File: src/rtl/bus_xbar_pkg.sv
// Shared definitions for the bus_xbar_rr crossbar: size codes, decode-error data,
// and the round-robin search helpers used by every per-slave arbiter.
// Helpers work on 32-bit request vectors, so NUM_M is limited to 32 masters.
package bus_xbar_pkg;

   // Byte-enable/size codes carried unchanged from master to slave.
   localparam logic [3:0] SIZE_BYTE = 4'h1;
   localparam logic [3:0] SIZE_HALF = 4'h3;
   localparam logic [3:0] SIZE_WORD = 4'hF;

   // Read data returned for an unmapped access when decode errors are enabled.
   localparam logic [31:0] DECERR_DATA = 32'hBADD_ADD0;

   typedef struct packed {
      logic       found;
      logic [4:0] idx;
   } pick_t;

   function automatic logic [4:0] onehot_to_idx(input logic [31:0] oh);
      logic [4:0] idx;
      idx = '0;
      for (int i = 0; i < 32; i++) begin
         if (oh[i]) idx = 5'(i);
      end
      return idx;
   endfunction

   // First requester at or after ptr, wrapping modulo n. The scan runs from the
   // farthest offset down so the nearest offset is the last one written.
   function automatic pick_t rr_pick(input logic [31:0] req, input logic [4:0] ptr,
                                     input int n);
      pick_t r;
      int    k;
      r = '0;
      for (int i = 31; i >= 0; i--) begin
         if (i < n) begin
            k = int'(ptr) + i;
            if (k >= n) k = k - n;
            if (req[k[4:0]]) begin
               r.found = 1'b1;
               r.idx   = k[4:0];
            end
         end
      end
      return r;
   endfunction

endpackage

File: src/rtl/rr_arbiter.sv
// Round-robin arbiter for one slave port of bus_xbar_rr.
// Latency: grant is combinational from i_req; pointer updates on the clock edge.
// Backpressure: losers see no grant and must hold their request.
// Ports: i_clk/i_rst (async active-high), i_req[N] candidates, i_adv lets the
// pointer move past the winner, o_gnt[N] one-hot grant, o_idx winner index.
module rr_arbiter
   import bus_xbar_pkg::*;
#(
   parameter  int N  = 3,
   localparam int IW = (N > 1) ? $clog2(N) : 1
) (
   input  logic          i_clk,
   input  logic          i_rst,
   input  logic [N-1:0]  i_req,
   input  logic          i_adv,
   output logic [N-1:0]  o_gnt,
   output logic [IW-1:0] o_idx
);

   logic [IW-1:0] ptr_q;
   logic [IW-1:0] ptr_d;
   pick_t         pick;

   always_comb begin
      pick  = rr_pick(32'(i_req), 5'(ptr_q), N);
      o_gnt = pick.found ? (N'(1) << pick.idx) : '0;
      o_idx = IW'(onehot_to_idx(32'(o_gnt)));
      ptr_d = ptr_q;
      // The winner becomes lowest priority on the next cycle.
      if (i_adv && pick.found) begin
         ptr_d = (int'(pick.idx) + 1 >= N) ? '0 : IW'(int'(pick.idx) + 1);
      end
   end

   always_ff @(posedge i_clk or posedge i_rst) begin
      if (i_rst) ptr_q <= '0;
      else       ptr_q <= ptr_d;
   end

endmodule

File: src/rtl/bus_xbar_rr.sv
// NUM_M-master to NUM_S-slave SRAM bus crossbar, base/mask decode, round-robin per slave.
// Latency: grant and slave strobes combinational; read data/rvalid one cycle after grant.
// Backpressure: an ungranted master gets o_m_gnt=0 and holds request and fields.
// Ports: i_m_* / o_m_gnt,o_m_dout,o_m_rvalid master side (packed per master);
// o_s_* / i_s_dout slave side (packed per slave); i_clk, i_rst async active-high.
// Option BUS_XBAR_DECERR_EN: unmapped requests are granted, reads return
// DECERR_DATA, and sticky o_decerr is added.
module bus_xbar_rr
   import bus_xbar_pkg::*;
#(
   parameter int                    XLEN     = 32,
   parameter int                    NUM_M    = 3,
   parameter int                    NUM_S    = 2,
   parameter logic [NUM_S*XLEN-1:0] SLV_BASE = {32'h4000_4000, 32'h4000_0000},
   parameter logic [NUM_S*XLEN-1:0] SLV_MASK = {32'hFFFF_C000, 32'hFFFF_C000}
) (
   input  logic                    i_clk,
   input  logic                    i_rst,
   input  logic [NUM_M-1:0]        i_m_req,
   output logic [NUM_M-1:0]        o_m_gnt,
   input  logic [NUM_M*XLEN-1:0]   i_m_addr,
   input  logic [NUM_M-1:0]        i_m_write,
   input  logic [NUM_M-1:0]        i_m_read,
   input  logic [NUM_M*4-1:0]      i_m_size,
   input  logic [NUM_M*XLEN-1:0]   i_m_din,
   output logic [NUM_M*XLEN-1:0]   o_m_dout,
   output logic [NUM_M-1:0]        o_m_rvalid,
`ifdef BUS_XBAR_DECERR_EN
   output logic                    o_decerr,
`endif
   output logic [NUM_S*XLEN-1:0]   o_s_addr,
   output logic [NUM_S-1:0]        o_s_write,
   output logic [NUM_S-1:0]        o_s_read,
   output logic [NUM_S*4-1:0]      o_s_size,
   output logic [NUM_S*XLEN-1:0]   o_s_din,
   input  logic [NUM_S*XLEN-1:0]   i_s_dout
);

   localparam int MW = (NUM_M > 1) ? $clog2(NUM_M) : 1;
   localparam int SW = (NUM_S > 1) ? $clog2(NUM_S) : 1;

   logic [NUM_M-1:0]           m_hit;
   logic [NUM_M-1:0][SW-1:0]   m_tgt;
   logic [NUM_S-1:0][NUM_M-1:0] cand;
   logic [NUM_S-1:0][NUM_M-1:0] s_gnt;
   logic [NUM_S-1:0][MW-1:0]   s_idx;
   logic [NUM_M-1:0]           rsp_vld_d, rsp_vld_q;
   logic [NUM_M-1:0][SW-1:0]   rsp_sel_d, rsp_sel_q;

   // Decode: scanning slaves downward lets the lowest matching slave win.
   always_comb begin
      m_hit = '0;
      m_tgt = '0;
      cand  = '0;
      for (int m = 0; m < NUM_M; m++) begin
         for (int s = NUM_S - 1; s >= 0; s--) begin
            if ((i_m_addr[m*XLEN +: XLEN] & SLV_MASK[s*XLEN +: XLEN]) ==
                SLV_BASE[s*XLEN +: XLEN]) begin
               m_hit[m] = 1'b1;
               m_tgt[m] = SW'(s);
            end
         end
         if (i_m_req[m] && m_hit[m]) cand[m_tgt[m]][m] = 1'b1;
      end
   end

   for (genvar s = 0; s < NUM_S; s++) begin : g_arb
      rr_arbiter #(.N(NUM_M)) u_arb (
         .i_clk (i_clk),
         .i_rst (i_rst),
         .i_req (cand[s]),
         .i_adv (1'b1),
         .o_gnt (s_gnt[s]),
         .o_idx (s_idx[s])
      );
   end

`ifdef BUS_XBAR_DECERR_EN
   logic [NUM_M-1:0] dec_gnt;
   logic [NUM_M-1:0] rsp_err_q;
   logic             decerr_q;

   assign dec_gnt  = i_m_req & ~m_hit;
   assign o_decerr = decerr_q;

   always_ff @(posedge i_clk or posedge i_rst) begin
      if (i_rst) begin
         rsp_err_q <= '0;
         decerr_q  <= 1'b0;
      end else begin
         rsp_err_q <= ~m_hit;
         decerr_q  <= decerr_q | (|dec_gnt);
      end
   end
`endif

   // Slave-side mux and master grants. A write wins over a simultaneous read.
   always_comb begin
      o_m_gnt   = '0;
      o_s_addr  = '0;
      o_s_write = '0;
      o_s_read  = '0;
      o_s_size  = '0;
      o_s_din   = '0;
      for (int s = 0; s < NUM_S; s++) begin
         o_m_gnt = o_m_gnt | s_gnt[s];
         if (|s_gnt[s]) begin
            o_s_addr[s*XLEN +: XLEN] = i_m_addr[int'(s_idx[s])*XLEN +: XLEN];
            o_s_din[s*XLEN +: XLEN]  = i_m_din[int'(s_idx[s])*XLEN +: XLEN];
            o_s_size[s*4 +: 4]       = i_m_size[int'(s_idx[s])*4 +: 4];
            o_s_write[s]             = i_m_write[s_idx[s]];
            o_s_read[s]              = i_m_read[s_idx[s]] & ~i_m_write[s_idx[s]];
         end
      end
`ifdef BUS_XBAR_DECERR_EN
      o_m_gnt = o_m_gnt | dec_gnt;
`endif
      rsp_vld_d = o_m_gnt & i_m_read & ~i_m_write;
   end

   assign rsp_sel_d = m_tgt;

   always_ff @(posedge i_clk or posedge i_rst) begin
      if (i_rst) begin
         rsp_vld_q <= '0;
         rsp_sel_q <= '0;
      end else begin
         rsp_vld_q <= rsp_vld_d;
         rsp_sel_q <= rsp_sel_d;
      end
   end

   // Slave read data is valid the cycle after the strobe, matching rsp_vld_q.
   always_comb begin
      o_m_rvalid = rsp_vld_q;
      o_m_dout   = '0;
      for (int m = 0; m < NUM_M; m++) begin
         if (rsp_vld_q[m]) begin
`ifdef BUS_XBAR_DECERR_EN
            if (rsp_err_q[m]) o_m_dout[m*XLEN +: XLEN] = XLEN'(DECERR_DATA);
            else
`endif
            o_m_dout[m*XLEN +: XLEN] = i_s_dout[int'(rsp_sel_q[m])*XLEN +: XLEN];
         end
      end
   end

endmodule

File: config.mk
export PLATFORM = sky130hd
export DESIGN_NAME = bus_xbar_rr
export DESIGN_NICKNAME = d
export VERILOG_FILES = /design/src/rtl/bus_xbar_pkg.sv /design/src/rtl/rr_arbiter.sv /design/src/rtl/bus_xbar_rr.sv
export SDC_FILE = /design/constraint.sdc
export NUM_CORES = 1
export LEC_CHECK = 0
export CAP_MARGIN = 20
export CORE_AREA = 2 2 200 202
export CTS_CLUSTER_DIAMETER = 30
export DETAILED_ROUTE_END_ITERATION = 6
export DIE_AREA = 0 0 202 204
export GPL_TIMING_DRIVEN = 1
export MAX_ROUTING_LAYER = met4
export PLACE_DENSITY_LB_ADDON = 0.1
export SYNTH_ARGS = -nofsm -noshare
export SYNTH_HDL_FRONTEND = slang
export SYNTH_SLANG_ARGS = --single-unit
File: constraint.sdc
create_clock -name i_clk -period 8.9 [get_ports i_clk]
set_clock_uncertainty 0.05 [all_clocks]
set_input_delay 1.335 -clock i_clk [delete_from_list [all_inputs] [get_ports i_clk]]
set_output_delay 1.335 -clock i_clk [all_outputs]
set_load 0.02 [all_outputs]
==> results.yml, run 1 <==
pwr:
  leakagePower_uw: 0.00414
  peakVddDrop_mv: 0.0625
  power.density_nw_per_um2: 30.6
  p_clk_share_pct: 26.7
  switchingPower_uw: 107
  pwr-share-comb_pct: 60.3
  swShare_pct: 30.5
  power.internal_uw: 243
  seqPwrFrac_pct: 13.0
floorplan:
  die_y_um: 204
  die_x_um: 202
  start_util_pct: 15.5
  dieArea_um2: 41200
  ioPinCount: 521
  row_count: 73
  fp.coreArea_um2: 39200
yosys:
  synthTopCellsByArea: "mux2i_1 33%, nor2b_1 10%, o211a_1 8.4%"
  synth_edf_count: 0
  yosysTopAreaCellShare_pct: 32.6
  async_flop_share_pct: 100
  yosysSeqAreaShare_pct: 4.12
  syn_avg_cell_area_um2: 7.35
  synth_area_um2: 6080
  ys_ff_latch: 10
  synth_warnings: 0
  ys_types: 62
  synth_ff_type: "dfrtp_1"
  synth_cells: 827
  synth.largest_area_cell: "mux2i_1"
  synthTopCellsByCount: "198 x mux2i_1, 102 x nor2b_1, 79 x nand2_1"
  synth.most_common_cell: "mux2i_1"
worst_setup_path:
  worstPathRequired_ns: 7.52
  crit_path_start_kind: "input port"
  cp_max_fo: 32
  worst_setup_path_end_kind: "primary output"
  crit_arrival_ns: 5.38
  path_class: "in2out"
route:
  wl_per_cell_um: 20.0
  drtAntennaViolNets: 0
  drc: 0
  drt_iter0_drc: 216
  drt-pass1-iter-count: 4
  via_count: 7928
  vias_per_cell: 4.43
  wl_um: 35800
cells_and_area:
  area_growth_syn_to_layout_pct: 88.1
  nets: 1551
  fillers: 4226
  final_cells: 1790
  drive_gt1_share_pct: 3.18
  finish.instance_area_um2: 11400
  final_util_pct: 29.2
clock_network:
  cts_max_level: 1
  cts_buffers: 3
  cts.reportedPaths.clkPinSlew_ns: 0.04
  ctsHoldBuffers: 0
  cts_resized: 0
  cts_setup_buffers: 0
  cts_tree: "built"
  clkLatencyLatePin_ns: 0.24
  cts_buffer_depth: 2
  cts_root_buffer: "clkbuf_16"
  cts_num_sinks: 10
global_route:
  antenna_found_initial: 8
  grt_max_degree: 103
  grt_usage_pct: 16.8
  grt_pass1_vias: 8342
  grt_pass1_wl_um: 51500
  overflow: 0
timing:
  fin_crit_sh_pct: 76.0
  max_slew_margin_pct: 29.3
  rsz0062_at_grt: "no"
  finalSetupViolations: 0
  finalHoldViolCount: 0
  fin_setup_tns_ns: 0
  max_freq_mhz: 148
  tightest_slew_ns: 1.06
  slew_violations: 0
  period_minus_slack_ns: 6.76
placement:
  place_inst: 1778
  place_hpwl_um: 28900
  portBuffers: 487
  finalWeightedCongestion: 0.841
  placed_cell_area_um2: 11300
flow_run:
  maxCapViolCount: 0
run_status:
  status: "finished clean"
worst_hold_path:
  hold_path_class: "reg2reg"
-- layer usage --
layer	wire (um)	GRT usage [%]
met3	3060	5.13
met2	17600	29.9
met4	1180	5.12
met1	13900	17.7
met5	0	-
-- placed cells by master (no fill, tap or decap), drive strengths merged, types with 3 or more instances in the layout --
master         count
inv               17
a211oi            53
dfrtp             10
ha                14
o21bai             3
clkbuf             4
mux2               3
mux2i            198
nand2b             3
o21ai              9
buf               13
o211a             51
nand2             79
conb              33
nand4              5
o32ai              5
nand3             17
a21oi              9
clkdlybuf4s50    487
a221oi             3
or2                3
nor3              13
diode              8
and3               5
nor2              63
nor4              19
nor2b            102
and2               6
-- state kept, by name, indices dropped and copies added (netlist names) --
register	cells
g_arb.u_arb.ptr_q	4
o_m_rvalid	3
rsp_sel_q	3
-- power groups by stage --
stage / Combinational [uW] / Clock [uW] / Sequential [uW]
4_1_cts: 213 / 95.6 / 45.6
3_5_place_dp: 212 / 0 / 46.3
5_1_grt: 228 / 98.3 / 45.6
3_3_place_gp: 210 / 0 / 46.3
2_1_floorplan: 62.4 / 0 / 46.3
6_report: 211 / 93.6 / 45.6
-- per-stage QoR --
stage                     power [uW]  hold WS, ns  setup slack [ns]
after global placement           257        0.494              2.16
after CTS                        354        0.515              2.07
final                            350        0.508              2.14
after floorplan                  109        0.453              4.07
after global routing             372        0.552              1.66
after detailed placement         258        0.505              2.05
-- worst paths after layout --
| path | slack (ns) | end | start | cells past startpoint |
|---|---|---|---|---|
| setup reg to reg | 5.88 | g_arb[0].u_arb.ptr_q[0]$_DFFE_PP0P_ | g_arb[0].u_arb.ptr_q[1]$_DFFE_PP0P_ | 10 |
| hold reg to reg | 0.51 | g_arb[0].u_arb.ptr_q[0]$_DFFE_PP0P_ | g_arb[0].u_arb.ptr_q[0]$_DFFE_PP0P_ | 2 |
| hold / removal | 0.51 | g_arb[0].u_arb.ptr_q[0]$_DFFE_PP0P_ | g_arb[0].u_arb.ptr_q[0]$_DFFE_PP0P_ | 2 |
| min in group asynchronous | 1.39 | rsp_sel_q[2]$_DFF_PP0_ | i_rst | 2 |
| setup / recovery | 2.14 | o_s_addr[32] | i_m_addr[87] | 10 |
| max in group asynchronous | 7.07 | rsp_sel_q[1]$_DFF_PP0_ | i_rst | 2 |
-- area by class of cell --
class	instances	area (um^2)	share of cell area [%]
multi-input combinational	726	5370	46.9
timing repair buffer	500	4980	43.6
tap	525	657	5.74
sequential	10	254	2.22
clock buffer	4	88.8	0.777
inverter	17	63.8	0.558
antenna	8	20.0	0.175
-- kinds of logic after synthesis --
family | count (synthesis) | share of synthesized area, %
adders and majority gates | 14 | 2.88
other | 1 | 0.0617
muxes | 201 | 33.1
buffers and inverters | 123 | 10.7
AOI/OAI and AO/OA | 150 | 20.5
DFF | 10 | 4.12
and+or+nand+nor | 328 | 28.6
-- critical path, cell delays in order --
cell and delay, ns:
clkdlybuf4s50_1 0.40, nor4_1 0.80, nand2_1 0.29, nor4_1 0.26, o21bai_1 0.11, a21boi_1 0.34
or2_2 0.54, buf_4 0.44, o211a_1 0.22, clkdlybuf4s50_1 0.62
Note: power is estimated with default switching activity, not from simulation.
==> inputs of run 2 (changes only) <==
CORE_AREA = 2 2 201 203   (was 2 2 200 202)
DIE_AREA = 0 0 203 205   (was 0 0 202 204)
clock period = 6.2 ns   (was 8.9 ns; I/O delays follow)
==> results.yml, run 2 (same netlist as run 1, synthesis figures left out) <==
timing:
  worst_slack_ns: 0.455
  period_minus_slack_ns: 5.74
  tightest_slew_ns: 1.05
  slew_violations: 0
  rsz0062_at_grt: "no"
  fin_crit_sh_pct: 92.7
  max_freq_mhz: 174
  finalHoldViolCount: 0
  max_slew_margin_pct: 29.8
  finalSetupViolations: 0
  fin_setup_tns_ns: 0
global_route:
  grt_max_degree: 103
  overflow: 0
  antenna_found_initial: 0
  grt_pass1_wl_um: 49200
  grt_pass1_vias: 7996
  grt_usage_pct: 15.6
route:
  via_count: 7837
  vias_per_cell: 4.38
  drc: 0
  drt_iter0_drc: 264
  wl_um: 33900
  drtAntennaViolNets: 0
  wl_per_cell_um: 18.9
  drt-pass1-iter-count: 4
worst_setup_path:
  rr_startpoint: "g_arb[1].u_arb.ptr_q[1]$_DFFE_PP0P_"
  rr_worst_depth: 10
  crit_end: "o_s_din[58]"
  crit_path_start_kind: "input port"
  worstPathRequired_ns: 5.22
  cp_max_fo: 53
  r2r_end: "g_arb[1].u_arb.ptr_q[1]$_DFFE_PP0P_"
  crit_arrival_ns: 4.76
  worst_setup_path_end_kind: "primary output"
  crit_start: "i_m_addr[89]"
  rrSetupSlack_ns: 3.12
  path_class: "in2out"
clock_network:
  cts_setup_buffers: 0
  ctsHoldBuffers: 0
  clkLatencyLatePin_ns: 0.24
  cts_resized: 0
  cts_root_buffer: "clkbuf_16"
  cts_max_level: 1
  cts_buffers: 3
  cts_buffer_depth: 2
  cts.reportedPaths.clkPinSlew_ns: 0.05
  cts_num_sinks: 10
  cts_tree: "built"
floorplan:
  row_count: 73
  die_y_um: 205
  fp.coreArea_um2: 39400
  dieArea_um2: 41600
  start_util_pct: 15.4
  ioPinCount: 521
  die_x_um: 203
pwr:
  leakagePower_uw: 0.00418
  peakVddDrop_mv: 0.0571
  power.density_nw_per_um2: 43.0
worst_hold_path:
  hold_path_class: "reg2reg"
cells_and_area:
  final_common_cell: "clkdlybuf4s50_1"
  drive_gt1_share_pct: 3.72
  multi_input_area_um2: 5370
  largest_reg_flops: 4
  top_register: "g_arb.u_arb.ptr_q"
  fillers: 4252
  diodes: 0
  regArea_um2: 254
  area_growth_syn_to_layout_pct: 89.5
  final_util_pct: 29.3
  nets: 1558
  final_cells: 1789
  layout_common_cells: "487 x clkdlybuf4s50_1, 198 x mux2i_1, 102 x nor2b_1, 79 x nand2_1, 63 x nor2_1"
placement:
  place_hpwl_um: 27200
  finalWeightedCongestion: 0.813
  pre_cts_slack_ns: 0.431
  portBuffers: 487
  place_inst: 1785
run_status:
  status: "finished clean"
flow_run:
  maxCapViolCount: 0
run 2: power by group:
group / switching, uW / internal, uW / total, uW
Sequential: 0.0151 / 65.5 / 65.5
Clock: 36.2 / 97.6 / 134
Combinational: 109 / 186 / 296
run 2: routing by layer:
| metal | part of all wire (%) | track usage, % |
|---|---|---|
| met1 | 39 | 17.1 |
| met2 | 50 | 28.7 |
| met3 | 9.4 | 4.53 |
| met4 | 1.1 | 1.88 |
| met5 | 0 | - |
run 2: worst min-delay path by stage:
stage / startpoint / end / cells after the start
global route: g_arb[0].u_arb.ptr_q[0]$_DFFE_PP0P_ / g_arb[0].u_arb.ptr_q[0]$_DFFE_PP0P_ / 2
finish: g_arb[0].u_arb.ptr_q[0]$_DFFE_PP0P_ / g_arb[0].u_arb.ptr_q[0]$_DFFE_PP0P_ / 2
global placement: g_arb[0].u_arb.ptr_q[0]$_DFFE_PP0P_ / g_arb[0].u_arb.ptr_q[0]$_DFFE_PP0P_ / 2
CTS: g_arb[0].u_arb.ptr_q[0]$_DFFE_PP0P_ / g_arb[0].u_arb.ptr_q[0]$_DFFE_PP0P_ / 2
floorplan: g_arb[0].u_arb.ptr_q[0]$_DFFE_PP0P_ / g_arb[0].u_arb.ptr_q[0]$_DFFE_PP0P_ / 2
detailed placement: g_arb[0].u_arb.ptr_q[0]$_DFFE_PP0P_ / g_arb[0].u_arb.ptr_q[0]$_DFFE_PP0P_ / 2
run 2: layout make-up:
| cell class | instances | area share (%) |
|---|---|---|
| Sequential cell | 10 | 2.20 |
| Multi-Input combinational cell | 726 | 46.6 |
| Tap cell | 525 | 5.70 |
| Timing Repair Buffer | 507 | 44.2 |
| Inverter | 17 | 0.554 |
| Clock buffer | 4 | 0.771 |
run 2: worst max-delay path: stages:
cell and delay, ns:
clkdlybuf4s50_1 0.40, nor4_1 0.54, nand3_1 0.43, nor4_1 0.48
o21bai_1 0.13, a21boi_1 0.36, or2_2 0.24, buf_12 0.25
o211a_1 0.26, clkdlybuf4s50_1 0.65
run 2: per-stage QoR:
stage / hold slack, ns / total power [uW] / area, um^2
after floorplan: 0.453 / 156 / 6200
after global placement: 0.502 / 361 / 11400
after detailed placement: 0.512 / 362 / 11400
after CTS: 0.522 / 499 / 11500
after global routing: 0.552 / 522 / 11500
final: 0.509 / 495 / 11500
